[src/rtl/bus_arb_pkg.sv]
// Shared types and defaults for the two-requester handshake bus arbiter.
package bus_arb_pkg;

  typedef enum logic [1:0] {
    IDLE    = 2'd0,
    SEND    = 2'd1,
    RELEASE = 2'd2
  } arb_state_t;

  localparam int DEF_DATA_W      = 16;
  localparam int DEF_NUM_PER     = 2;
  localparam int DEF_TIMEOUT     = 255;
  localparam int DEF_SYNC_STAGES = 2;

  // Width of a peripheral index; never narrower than one bit.
  function automatic int dest_w(input int num_per);
    return (num_per > 1) ? $clog2(num_per) : 1;
  endfunction

endpackage

[src/rtl/ack_synchronizer.sv]
// Multi-stage flop chain bringing the asynchronous peripheral acks into clk.
module ack_synchronizer
  import bus_arb_pkg::*;
#(
  parameter int WIDTH  = DEF_NUM_PER,
  parameter int STAGES = DEF_SYNC_STAGES
) (
  input  logic             clk,
  input  logic             rst,
  input  logic [WIDTH-1:0] d,
  output logic [WIDTH-1:0] q
);

  logic [WIDTH-1:0] chain [STAGES];

  // Shift the raw ack through STAGES flops; reset clears every stage.
  always_ff @(posedge clk) begin
    if (rst) begin
      for (int i = 0; i < STAGES; i++) chain[i] <= '0;
    end else begin
      chain[0] <= d;
      for (int i = 1; i < STAGES; i++) chain[i] <= chain[i-1];
    end
  end

  assign q = chain[STAGES-1];

endmodule

[src/rtl/handshake_bus_arbiter.sv]
// Round-robin arbiter sharing one data bus between two requesters and
// sequencing a four-phase send/ack handshake to the addressed peripheral.
// Requester side: req_valid is a level held until the one-cycle req_ready
// pulse; data and destination are captured on the grant cycle.
module handshake_bus_arbiter
  import bus_arb_pkg::*;
#(
  parameter int DATA_W      = DEF_DATA_W,
  parameter int NUM_PER     = DEF_NUM_PER,
  parameter int TIMEOUT     = DEF_TIMEOUT,
  parameter int SYNC_STAGES = DEF_SYNC_STAGES,
  localparam int DEST_W     = dest_w(NUM_PER)
) (
  input  logic                clk,
  input  logic                rst,
  input  logic [1:0]          req_valid,
  input  logic [2*DATA_W-1:0] req_data,
  input  logic [2*DEST_W-1:0] req_dest,
  output logic [1:0]          req_ready,
  output logic [1:0]          done,
  output logic [1:0]          err,
  output logic                busy,
  output logic [DATA_W-1:0]   dado,
  output logic [NUM_PER-1:0]  send,
  input  logic [NUM_PER-1:0]  ack
);

  localparam int CNT_W = $clog2(TIMEOUT + 1);

  arb_state_t          state, state_nxt;
  logic [CNT_W-1:0]    cnt;
  logic                last_grant, owner;
  logic [DEST_W-1:0]   dest, dest_sel, dest_nxt;
  logic [DATA_W-1:0]   data_sel;
  logic [NUM_PER-1:0]  ack_s;
  logic                ack_hit, phase_expired;
  logic                grant, gnt_id, fin, timeout;
  logic [NUM_PER-1:0]  send_nxt;
  logic [1:0]          ready_nxt, done_nxt, err_nxt;

  ack_synchronizer #(.WIDTH(NUM_PER), .STAGES(SYNC_STAGES)) u_ack_sync (
    .clk (clk),
    .rst (rst),
    .d   (ack),
    .q   (ack_s)
  );

  assign dest_sel      = gnt_id ? req_dest[DEST_W +: DEST_W] : req_dest[DEST_W-1:0];
  assign data_sel      = gnt_id ? req_data[DATA_W +: DATA_W] : req_data[DATA_W-1:0];
  assign phase_expired = (cnt == CNT_W'(TIMEOUT - 1));

  // Synchronised ack of the current destination; out-of-range dest never acks.
  always_comb begin
    ack_hit = 1'b0;
    for (int i = 0; i < NUM_PER; i++) begin
      if (int'(dest) == i) ack_hit = ack_s[i];
    end
  end

  // State register plus the per-phase counter, cleared on every state change.
  always_ff @(posedge clk) begin
    if (rst) begin
      state <= IDLE;
      cnt   <= '0;
    end else begin
      state <= state_nxt;
      if (state_nxt != state || state == IDLE) cnt <= '0;
      else                                     cnt <= cnt + 1'b1;
    end
  end

  // Next state: arbitration in IDLE, handshake progress and timeouts elsewhere.
  always_comb begin
    state_nxt = state;
    grant     = 1'b0;
    gnt_id    = last_grant;
    fin       = 1'b0;
    timeout   = 1'b0;
    case (state)
      IDLE: begin
        // A lingering ack from an aborted transfer blocks new grants.
        if ((|req_valid) && !(|ack_s)) begin
          grant     = 1'b1;
          gnt_id    = req_valid[~last_grant] ? ~last_grant : last_grant;
          state_nxt = SEND;
        end
      end
      SEND: begin
        if (ack_hit) begin
          state_nxt = RELEASE;
        end else if (phase_expired) begin
          state_nxt = IDLE;
          timeout   = 1'b1;
        end
      end
      RELEASE: begin
        if (!ack_hit) begin
          state_nxt = IDLE;
          fin       = 1'b1;
        end else if (phase_expired) begin
          state_nxt = IDLE;
          timeout   = 1'b1;
        end
      end
      default: state_nxt = IDLE;
    endcase
  end

  // Output decode: next values for the registered outputs.
  always_comb begin
    dest_nxt  = grant ? dest_sel : dest;
    send_nxt  = '0;
    ready_nxt = '0;
    done_nxt  = '0;
    err_nxt   = '0;
    for (int i = 0; i < NUM_PER; i++) begin
      if (state_nxt == SEND && int'(dest_nxt) == i) send_nxt[i] = 1'b1;
    end
    if (grant) ready_nxt[gnt_id] = 1'b1;
    done_nxt[owner] = fin;
    err_nxt[owner]  = timeout;
  end

  // Registered outputs and the transfer context captured at grant.
  always_ff @(posedge clk) begin
    if (rst) begin
      last_grant <= 1'b1;
      owner      <= 1'b0;
      dest       <= '0;
      dado       <= '0;
      send       <= '0;
      req_ready  <= '0;
      done       <= '0;
      err        <= '0;
      busy       <= 1'b0;
    end else begin
      if (grant) begin
        last_grant <= gnt_id;
        owner      <= gnt_id;
        dest       <= dest_sel;
        dado       <= data_sel;
      end
      send      <= send_nxt;
      req_ready <= ready_nxt;
      done      <= done_nxt;
      err       <= err_nxt;
      busy      <= (state_nxt != IDLE);
    end
  end

endmodule
[config.mk]
export PLATFORM = sky130hd
export DESIGN_NAME = handshake_bus_arbiter
export DESIGN_NICKNAME = d
export VERILOG_FILES = /design/src/rtl/bus_arb_pkg.sv /design/src/rtl/ack_synchronizer.sv /design/src/rtl/handshake_bus_arbiter.sv
export SDC_FILE = /design/constraint.sdc
export NUM_CORES = 1
export LEC_CHECK = 0
export CAP_MARGIN = 20
export CORE_UTILIZATION = 39
export DETAILED_ROUTE_END_ITERATION = 8
export PLACE_DENSITY = 0.74
export SYNTH_ARGS = -nofsm -noshare
export SYNTH_HDL_FRONTEND = slang
export SYNTH_SLANG_ARGS = --single-unit
[constraint.sdc]
create_clock -name clk -period 1.67 [get_ports clk]
set_input_delay 0.4175 -clock clk [delete_from_list [all_inputs] [get_ports clk]]
set_output_delay 0.4175 -clock clk [all_outputs]
set_load 0.01 [all_outputs]
Word level (Yosys, flattened, before mapping)
Memories as Yosys holds them, arrays and structs flattened.
Index checks and enable logic that the tools add are counted.
Widths: inputs -> output; s select.
- RAM bits: 4
- register bits: 38
- memories: 1
- memories (memory ; depth ; bits a word ; read ports ; clocked after memory_dff ; write ports ; line ; text):
    u_ack_sync.chain ; 2 ; 2 ; 2 ; 0 ; 2 ; ack_synchronizer.sv:14 ; logic [WIDTH-1:0] chain [STAGES];
- reductions and logical operators: 13
- multiplexer cells: 33
- order comparisons: 5
- bitwise operators: 7
- add/subtract/negate cells: 1
- equal/unequal tests: 5
- operators with widths (kind ; count):
    $mux 1 ; 22
    $mux 16 ; 1
    $mux 2 ; 6
    $add 8x1->8 const B ; 1
    $eq 8x8->1 const B ; 1
    $reduce_or 2->1 ; 4
    $lt 1x2->1 const B ; 3
    $pmux 2 s3 ; 1
    $logic_and 1x1->1 ; 5
    $and 2x2->2 ; 2
    $eq 2x1->1 const B ; 2
    $not 1->1 ; 3
    $demux 1 s1 ; 2
    $eq 2x2->1 const B ; 1
    $ge 1x1->1 const B ; 2
    $logic_not 2->1 ; 1
    $ne 2x2->1 ; 1
    $or 1x1->1 ; 2
    $pmux 1 s2 ; 1
    $reduce_bool 2->1 ; 1
    $logic_not 1->1 ; 1
    $logic_or 1x1->1 ; 1

Depth between registers and ports, before layout
Gate-level depths: netlist of the first run.
- depth in word-level cells: 11
- mapped depth: 8
- depth with buffers taken out: 8

Hierarchy
A second synthesis of the first run with hierarchy kept.
- cell total of the unflattened synthesis: 187
- area, all modules: 1954.4 sq um
- modules (own cells, without submodules) (module ; area each (sq um) ; seq. area each (sq um) ; instances ; cells each):
    handshake_bus_arbiter ; 1834.3 ; 760.7 ; 1 ; 177
    ack_synchronizer ; 120.1 ; 80.1 ; 1 ; 10

Least setup slack after synthesis of the first run
OpenSTA, ideal clock, no wires.
- path type: register to register
- start: register state[0]
- end: register dado[0]
- setup slack: -0.054 ns
- period minus slack after synthesis: 1.724 ns
- setup time: 0.091 ns
- data arrival time: 1.633 ns
- cell stages (with the launch flop): 9
- cell sequence: dfxtp_1 inv_1 ha_1 nor3b_2 nand3_1 buf_2 buf_2 nand2_1 a311oi_1
- cells in the longest elaborated chain, start to end: 3
- RTL lines (what ; line ; text):
    start, declared ; handshake_bus_arbiter.sv:30 ; arb_state_t state, state_nxt;
    start signal, assigned ; handshake_bus_arbiter.sv:66 ; state <= state_nxt;
    $logic_not 2->1 * ; handshake_bus_arbiter.sv:79 ; case (state)
    $mux 1 ; handshake_bus_arbiter.sv:79 ;
    $mux 16 ; handshake_bus_arbiter.sv:49 ; assign data_sel = gnt_id ? req_data[DATA_W +: DATA_W] : req_data[DATA_W-1:0];
    end signal, assigned ; handshake_bus_arbiter.sv:141 ; dado <= data_sel;
    end, declared ; handshake_bus_arbiter.sv:23 ; output logic [DATA_W-1:0] dado,
Every way passes the cells marked *; elsewhere a longest branch is shown, timed or not.
A chain may end at the register's enable or synchronous reset.

Worst setup path after layout of the first run
- start: input req_valid[0]
- end: register dado[11]
- cells in the longest elaborated chain, start to end: 6
- RTL lines (what ; line ; text):
    start, declared ; handshake_bus_arbiter.sv:16 ; input logic [1:0] req_valid,
    $mux 1 (not written as such) (2 in a row) ; handshake_bus_arbiter.sv:84 ; gnt_id = req_valid[~last_grant] ? ~last_grant : last_grant;
    $mux 1 ; handshake_bus_arbiter.sv:84 ;
    $mux 1 ; handshake_bus_arbiter.sv:82 ; if ((|req_valid) && !(|ack_s)) begin
    $mux 1 ; handshake_bus_arbiter.sv:79 ;
    $mux 16 ; handshake_bus_arbiter.sv:49 ;
Parallel ways exist; a longest one is shown, timed or not. The select of a mux whose other input is x is not followed.

==> results of run 1 <==
[power groups by stage]
stage | logic (mW) | registers (mW) | clock network (mW)
floorplan | 0.313 | 1.22 | 0
global placement | 0.717 | 1.18 | 0
detailed placement | 0.729 | 1.18 | 0
CTS | 0.748 | 1.16 | 0.791
global route | 0.914 | 1.18 | 0.841
finish | 0.847 | 1.16 | 0.772
[state kept, by name (all words and copies together) (netlist names)]
signal,cells
busy,1
cnt,8
dado,16
dest,1
done,2
err,2
last_grant,1
owner,1
req_ready,2
send,2
state,2
u_ack_sync.chain,4
[worst paths after layout]
kind                     startpoint                endpoint  depth (start not counted)
min          u_ack_sync.chain[0][1]  u_ack_sync.chain[0][3]                          1
max                    req_valid[0]                dado[11]                          6
max reg2reg                state[1]                dado[11]                          7
min reg2reg  u_ack_sync.chain[0][1]  u_ack_sync.chain[0][3]                          1
[stage by stage]
stage	util	setup WS (ps)	TNS, ps	cell area (sq um)	hold WS [ps]
final	0.657	4.74	0	2860	446
after global routing	0.657	-61.8	-189	2860	475
after CTS	0.622	3.32	0	2710	440
after detailed placement	0.591	-279	-5900	2570	422
after global placement	0.591	-217	-4900	2570	418
after floorplan	-	11.0	0	1780	414
[synthesized netlist by cell type (2+ instances only)]
cell	instances	area, sq um
nand2_1	35	131
o31ai_1	3	22.5
xor2_1	5	43.8
nand4_1	2	12.5
nor3_1	3	15.0
inv_2	2	7.51
dfxtp_1	42	841
ha_1	6	75.1
and3_1	2	12.5
nor3b_1	3	22.5
nand3_1	5	25.0
buf_4	2	15.0
inv_1	3	11.3
mux2i_1	2	20.0
nor2_1	32	120
nand2b_1	2	12.5
nor2b_1	4	25.0
a311oi_1	16	140
nor4b_1	2	17.5
buf_2	5	25.0
o21ai_0	3	15.0
clkbuf_1	3	11.3
[cell type report]
class,instances,area [sq um]
Clock buffer,7,76.3
Multi-Input combinational cell,140,985
Fill cell,363,1490
Sequential cell,42,846
Tap cell,52,65.1
Inverter,5,18.8
Clock inverter,1,30.0
Timing Repair Buffer,84,841
[cells in the final DEF (no fill, tap or decap), drive strengths merged, types with 4 or more instances in the layout]
cell / instances
o31ai: 4
nor3b: 4
clkdlybuf4s50: 64
xor2: 5
dfxtp: 42
buf: 19
inv: 5
nor2b: 4
nor2: 32
ha: 6
a311oi: 16
clkbuf: 8
nand2: 35
nand3: 6
[logic make-up (layout without fill, tap and decap cells)]
group           after synthesis  after routing  share of synthesized area
buf+inv                      15             97                     0.0395
compound gates               28             28                      0.135
flops                        42             42                      0.475
simple gates                 96             96                      0.254
mux                           4              4                     0.0254
xor+xnor                      6              6                     0.0297
fa+ha+maj                     6              6                     0.0424
[critical path, stage by stage]
cell	delay, ps
clkdlybuf4s50_1	450
nor2_2	160
and2b_4	240
buf_4	150
clkbuf_16	160
a311oi_1	270
[metal layers]
metal	wire length [microns]	track usage	vias up
met5	0	0	-
met4	138	0.0907	0
met3	157	0.0363	15
met2	2080	0.278	48
met1	2140	0.230	805
li1	-	-	848
[what timing repair did]
item,in CTS,in global routing
endpoints found under the setup margin,26,30
resized for setup,7,24
buffers inserted,0,3
pin swaps,2,6
gates cloned,0,1
==> summary.txt, run 1 <==
status: finished, final reports clean
Core Area: 4350 sq um
ANT cells: 0
DPL Wire Length: 2.98 mm
H-tree Lvls: 2
Ports: 65
first drt pass iteration count: 4
clock skew after layout: 4.36 ps
final non-filler cell total: 331
Synth cell types: 37
Static Leak: 1.09 nW
Remaining DRCs: 0
top_reg_cell synth: dfxtp_1
pwr/cell area: 972 nW/um^2
Max-cap violations: 0
combinational share of power: 0.304
clock latency on the worst-skew pair: 290 ps
grt ovf: 0
die height: 69.4 microns
Die Wd: 69.4 microns
Rows: 24
clock sink count: 42
antenna violations before repair: 0
Root Driver: clkbuf_8
Layout area overhead: 61.5%
clk buf depth: 2
CTS Hold Bufs: 0
CTS tree: done
Post-Syn Instances: 197
clk slew on worst S/H paths: 80 ps
Avg Synthesized Cell Area: 8.99 sq um
vias: 1716
largest net degree at the start of global routing: 32
unrepaired setup endpoints after global routing: yes
Clock Power Share: 0.278
overall routing resource usage: 0.177
DIE AREA: 4820 sq um
Switching Fraction: 0.271
startpoint types: input pin
DRT iter0 DRCs: 133
final max-slew violation count: 0
final period demand of the worst path: 1670 ps
peak supply drop: 539 uV
Highest Clock Rate: 601 MHz
Final Wtd Congestion: 0.832
switching pwr: 755 uW
ratio of cells with drive above 1 in the final layout: 0.201
first-pass GRT wire length: 6.89 mm
Slew @ Worst Pin: 352 ps
post-placement cell count: 319
sequential share of power: 0.418
final net count: 324
Fin. Hold Viols: 0
Worst Hold Class: reg -> reg
crit path max fanout: 11
final setup violation count: 0
WL/cell: 13.6 microns
ys async rst share: 0
Yosys warnings: 0
Starting Density: 0.407
normalized max-slew margin: 0.765
Routed Antenna Nets: 0
vias in the first global route: 1553
WP data arrival: 1860 ps
Syn Nets: 243
Worst Path Required: 1860 ps
WL final: 4.52 mm
Tcrit/Tclk final: 0.997
Total Power: 2.78 mW
CP Class: in -> reg
P_int: 2.03 mW
drt via density: 5.18
total CTS buffers: 5
synthesized area: 1770 sq um
Post-synth EDFFs: 0
Seq/Total Area, Yosys: 0.475
PortBufs: 64
register bit total from synthesis: 42
R2R Setup Slk: 40 ps
critical path endpoint category: flop
No activity file was read; power rests on OpenSTA's default activity.
==> run 2: changes to the inputs <==
--- a/config.mk
+++ b/config.mk
@@ -5,6 +5,7 @@
 export SDC_FILE = /design/constraint.sdc
 export NUM_CORES = 1
 export LEC_CHECK = 0
+export ABC_AREA = 1
 export CAP_MARGIN = 20
 export CORE_UTILIZATION = 39
 export DETAILED_ROUTE_END_ITERATION = 8
==> run 2 against run 1 <==
Compared with the run above:
- the run now ends with design-rule violations left
- synthesized area unchanged
- worst setup slack improved by 18 ps
- combinational power grew 36%
- non-clock buffer count rose by 2
- global-route usage up 0.79 points
- cell area is 0.26% lower
- maximum frequency increased by 1.1%
- via count rose by 2.3%
- clock power fell by 21%
- clock skew fell by 1.9 ps
- critical path type is now reg -> reg
==> summary.txt, run 2 <==
status: finished with violations
failing checks: design-rule violations
clk buf depth: 2 (unchanged)
Max-cap violations: 0 (unchanged)
Ports: 65 (unchanged)
clock latency on the worst-skew pair: 290 ps (about the same)
first-pass GRT wire length: 7.07 mm (+2.5%)
max incr delay on CP: 330 ps (-120 ps)
synthesized area: 1770 sq um (unchanged)
filler instances: 366 (+0.83%)
post-placement cell count: 352 (+10%)
final setup margin: 23.2 ps (+18.4 ps)
Avg Synthesized Cell Area: 7.87 sq um (-12%)
crit path max fanout: 16 (+5)
top-count cell post-synth: dfxtp_1
final max-slew violation count: 0 (unchanged)
normalized max-slew margin: 0.838 (+0.0725)
H-tree Lvls: 2 (unchanged)
critical-path cell list: inv_2, ha_4, inv_1, a21oi_1, nand3_2, nand2_2, inv_1, buf_12, nor3_1, nor3_1
Remaining DRCs: 1 (+1)
CTS tree: done
R2R Setup Slk: 20 ps (-20 ps)
Slowest-stage cell, CP: dfxtp_1
overall routing resource usage: 0.185 (+0.00793)
CP Launch Point: state[1]
DRT iter0 DRCs: 66 (-50%)
Stages on worst setup path: 10 (+4)
total CTS buffers: 5 (unchanged)
Post-Synth XOR/XNOR Area: 0.0297 (about the same)
Slew @ Worst Pin: 243 ps (-109 ps)
WL/cell: 12.9 microns (-5.5%)
worst path bufs/invs: 4 (+1)
R2R depth: 10 (+3)
Worst Path Required: 1860 ps (about the same)
Yosys top cell area share: 0.475 (unchanged)
final non-filler cell total: 363 (+9.7%)
final period demand of the worst path: 1650 ps (-18.4 ps)
clk slew on worst S/H paths: 70 ps (about the same)
Static Leak: 1.11 nW (+1.7%)
Reg with most FFs: dado
FF/Latch Area: 843 sq um (-0.30%)
ys async rst share: 0 (unchanged)
grt ovf: 0 (unchanged)
Final Wtd Congestion: 0.805 (-3.2%)
DP Worst Slack: -237 ps (+41.5 ps)
vias in the first global route: 1621 (+4.4%)
Tcrit/Tclk final: 0.986 (-0.0110)
top_reg_cell synth: dfxtp_1
critical path endpoint category: flop
DIE AREA: 4820 sq um (unchanged)
Routed Antenna Nets: 0 (unchanged)
DPL Wire Length: 3.22 mm (+7.8%)
Root Driver: clkbuf_8
simple-gate share of the synthesized area: 0.304 (+0.0508)
most common cell after layout, fill and taps aside: clkdlybuf4s50_1
largest family of logic cells by synthesized area: simple AND/OR/NAND/NOR gates
Seq/Total Area, Yosys: 0.475 (unchanged)
post-synthesis mux area share: 0 (-0.0254)
top cells by count, synth: dfxtp_1, nor2_1, nor3_1, nand2_1, inv_1
Die Wd: 69.4 microns (unchanged)
commonest cells after routing, fill and taps aside: clkdlybuf4s50_1, dfxtp_1, nor2_1, nor3_1
drt via density: 4.84 (-6.7%)
first drt pass iteration count: 6 (+2)
Fin. Hold Viols: 0 (unchanged)
Starting Density: 0.407 (unchanged)
startpoint types: flop
ANT cells: 0 (unchanged)
ratio of cells with drive above 1 in the final layout: 0.222 (+0.0211)
complex-gate fraction of the synthesized area: 0.0791 (-0.0558)
Syn Nets: 271 (+12%)
footprint of the multi-input gates: 950 sq um (-3.6%)
Post-Syn Instances: 225 (+14%)
Rows: 24 (unchanged)
fin util: 0.655 (-0.00172)
register bit total from synthesis: 42 (unchanged)
max reg flops: 16 (unchanged)
Layout area overhead: 61.1%
crit path capture: dado[4]
Highest Clock Rate: 607 MHz (+1.1%)
CP Class: reg -> reg
reg-to-reg startpoint: state[1]
Post-synth EDFFs: 0 (unchanged)
Core Area: 4350 sq um (unchanged)
peak supply drop: 593 uV (+10%)
Worst Hold Class: reg -> reg
PortBufs: 64 (unchanged)
Synth area leader: dfxtp_1
WL final: 4.68 mm (+3.7%)
die height: 69.4 microns (unchanged)
pwr/cell area: 1040 nW/um^2 (+6.5%)
Synth cell types: 23 (-38%)
vias: 1756 (+2.3%)
area share of fa/ha/maj cells after synthesis: 0.0424 (unchanged)
clock sink count: 42 (unchanged)
Total Power: 2.96 mW (+6.3%)
final net count: 357 (+10%)
Top delay family on crit path: simple AND/OR/NAND/NOR gates
Area contributors post-synth: dfxtp_1, nor3_1, nor2_1
Largest regs: dado x16, cnt x8, u_ack_sync.chain x4
largest net degree at the start of global routing: 17 (-47%)
Yosys warnings: 0 (unchanged)
RR Endpoint: dado[4]
clock skew after layout: 2.47 ps (-1.89 ps)
WP data arrival: 1830 ps (-30 ps)
antenna violations before repair: 0 (unchanged)
final setup violation count: 0 (unchanged)
## run 2: metal layers
| layer | routed length (microns) | global-route usage |
|---|---|---|
| met1 | 2110 | 0.232 |
| met2 | 2240 | 0.294 |
| met3 | 256 | 0.0538 |
| met4 | 69 | 0.0816 |
| met5 | 0 | 0 |
## run 2: cells by family after synthesis
kind of cell,count (synthesis)
AOI/OAI and AO/OA,23
xor gates and xnor gates,6
DFF,42
adders and majority gates,6
buffers and inverters,28
and+or+nand+nor,120
## run 2: worst reg2reg max path: cells and delay by family, from the launching register on
| kind | cells | cell delay (ps) |
|---|---|---|
| buffers and inverters | 4 | 390 |
| flip-flops | 1 | 330 |
| adder cells (fa/ha/maj) | 1 | 170 |
| AND/OR/NAND/NOR | 4 | 480 |
| AO/OA/AOI/OAI | 1 | 160 |
## run 2: per-stage QoR
stage                     setup TNS, ps  instance area (sq um)  hold WS (ps)
after detailed placement          -5850                   2590           397
after global placement            -4620                   2590           390
after global routing              -1390                   2850           422
after CTS                             0                   2670           407
final                                 0                   2850           406
after floorplan                       0                   1770           388
## run 2: cell type report
class,count,share of cell area
well taps,52,0.0228
repair buffers,86,0.295
clock buffers,7,0.0267
multi-input cells,155,0.333
inverters,21,0.0276
flip-flops and latches,42,0.295
## run 2: how the worst min path moves through the flow
stage | start | to | cells after the start
after floorplan | u_ack_sync.chain[0][0] | u_ack_sync.chain[0][2] | 2
after detailed placement | u_ack_sync.chain[0][0] | u_ack_sync.chain[0][2] | 2
after global placement | u_ack_sync.chain[0][0] | u_ack_sync.chain[0][2] | 2
after CTS | u_ack_sync.chain[0][0] | u_ack_sync.chain[0][2] | 2
final | u_ack_sync.chain[0][0] | u_ack_sync.chain[0][2] | 2
after global routing | u_ack_sync.chain[0][0] | u_ack_sync.chain[0][2] | 2
## run 2: power breakdown
group          total [mW]  internal, mW  switching [mW]
logic                1.15         0.586           0.562
registers            1.20          1.13          0.0637
clock network       0.611         0.288           0.323
total                2.96          2.01           0.949
## run 2: what timing repair did
item / CTS / global route
hold buffers: 0 / 0
buffers inserted: 0 / 4
hold endpoints to repair: 0 / 0
setup endpoints to repair: 0 / 28
gates resized for setup: 0 / 43
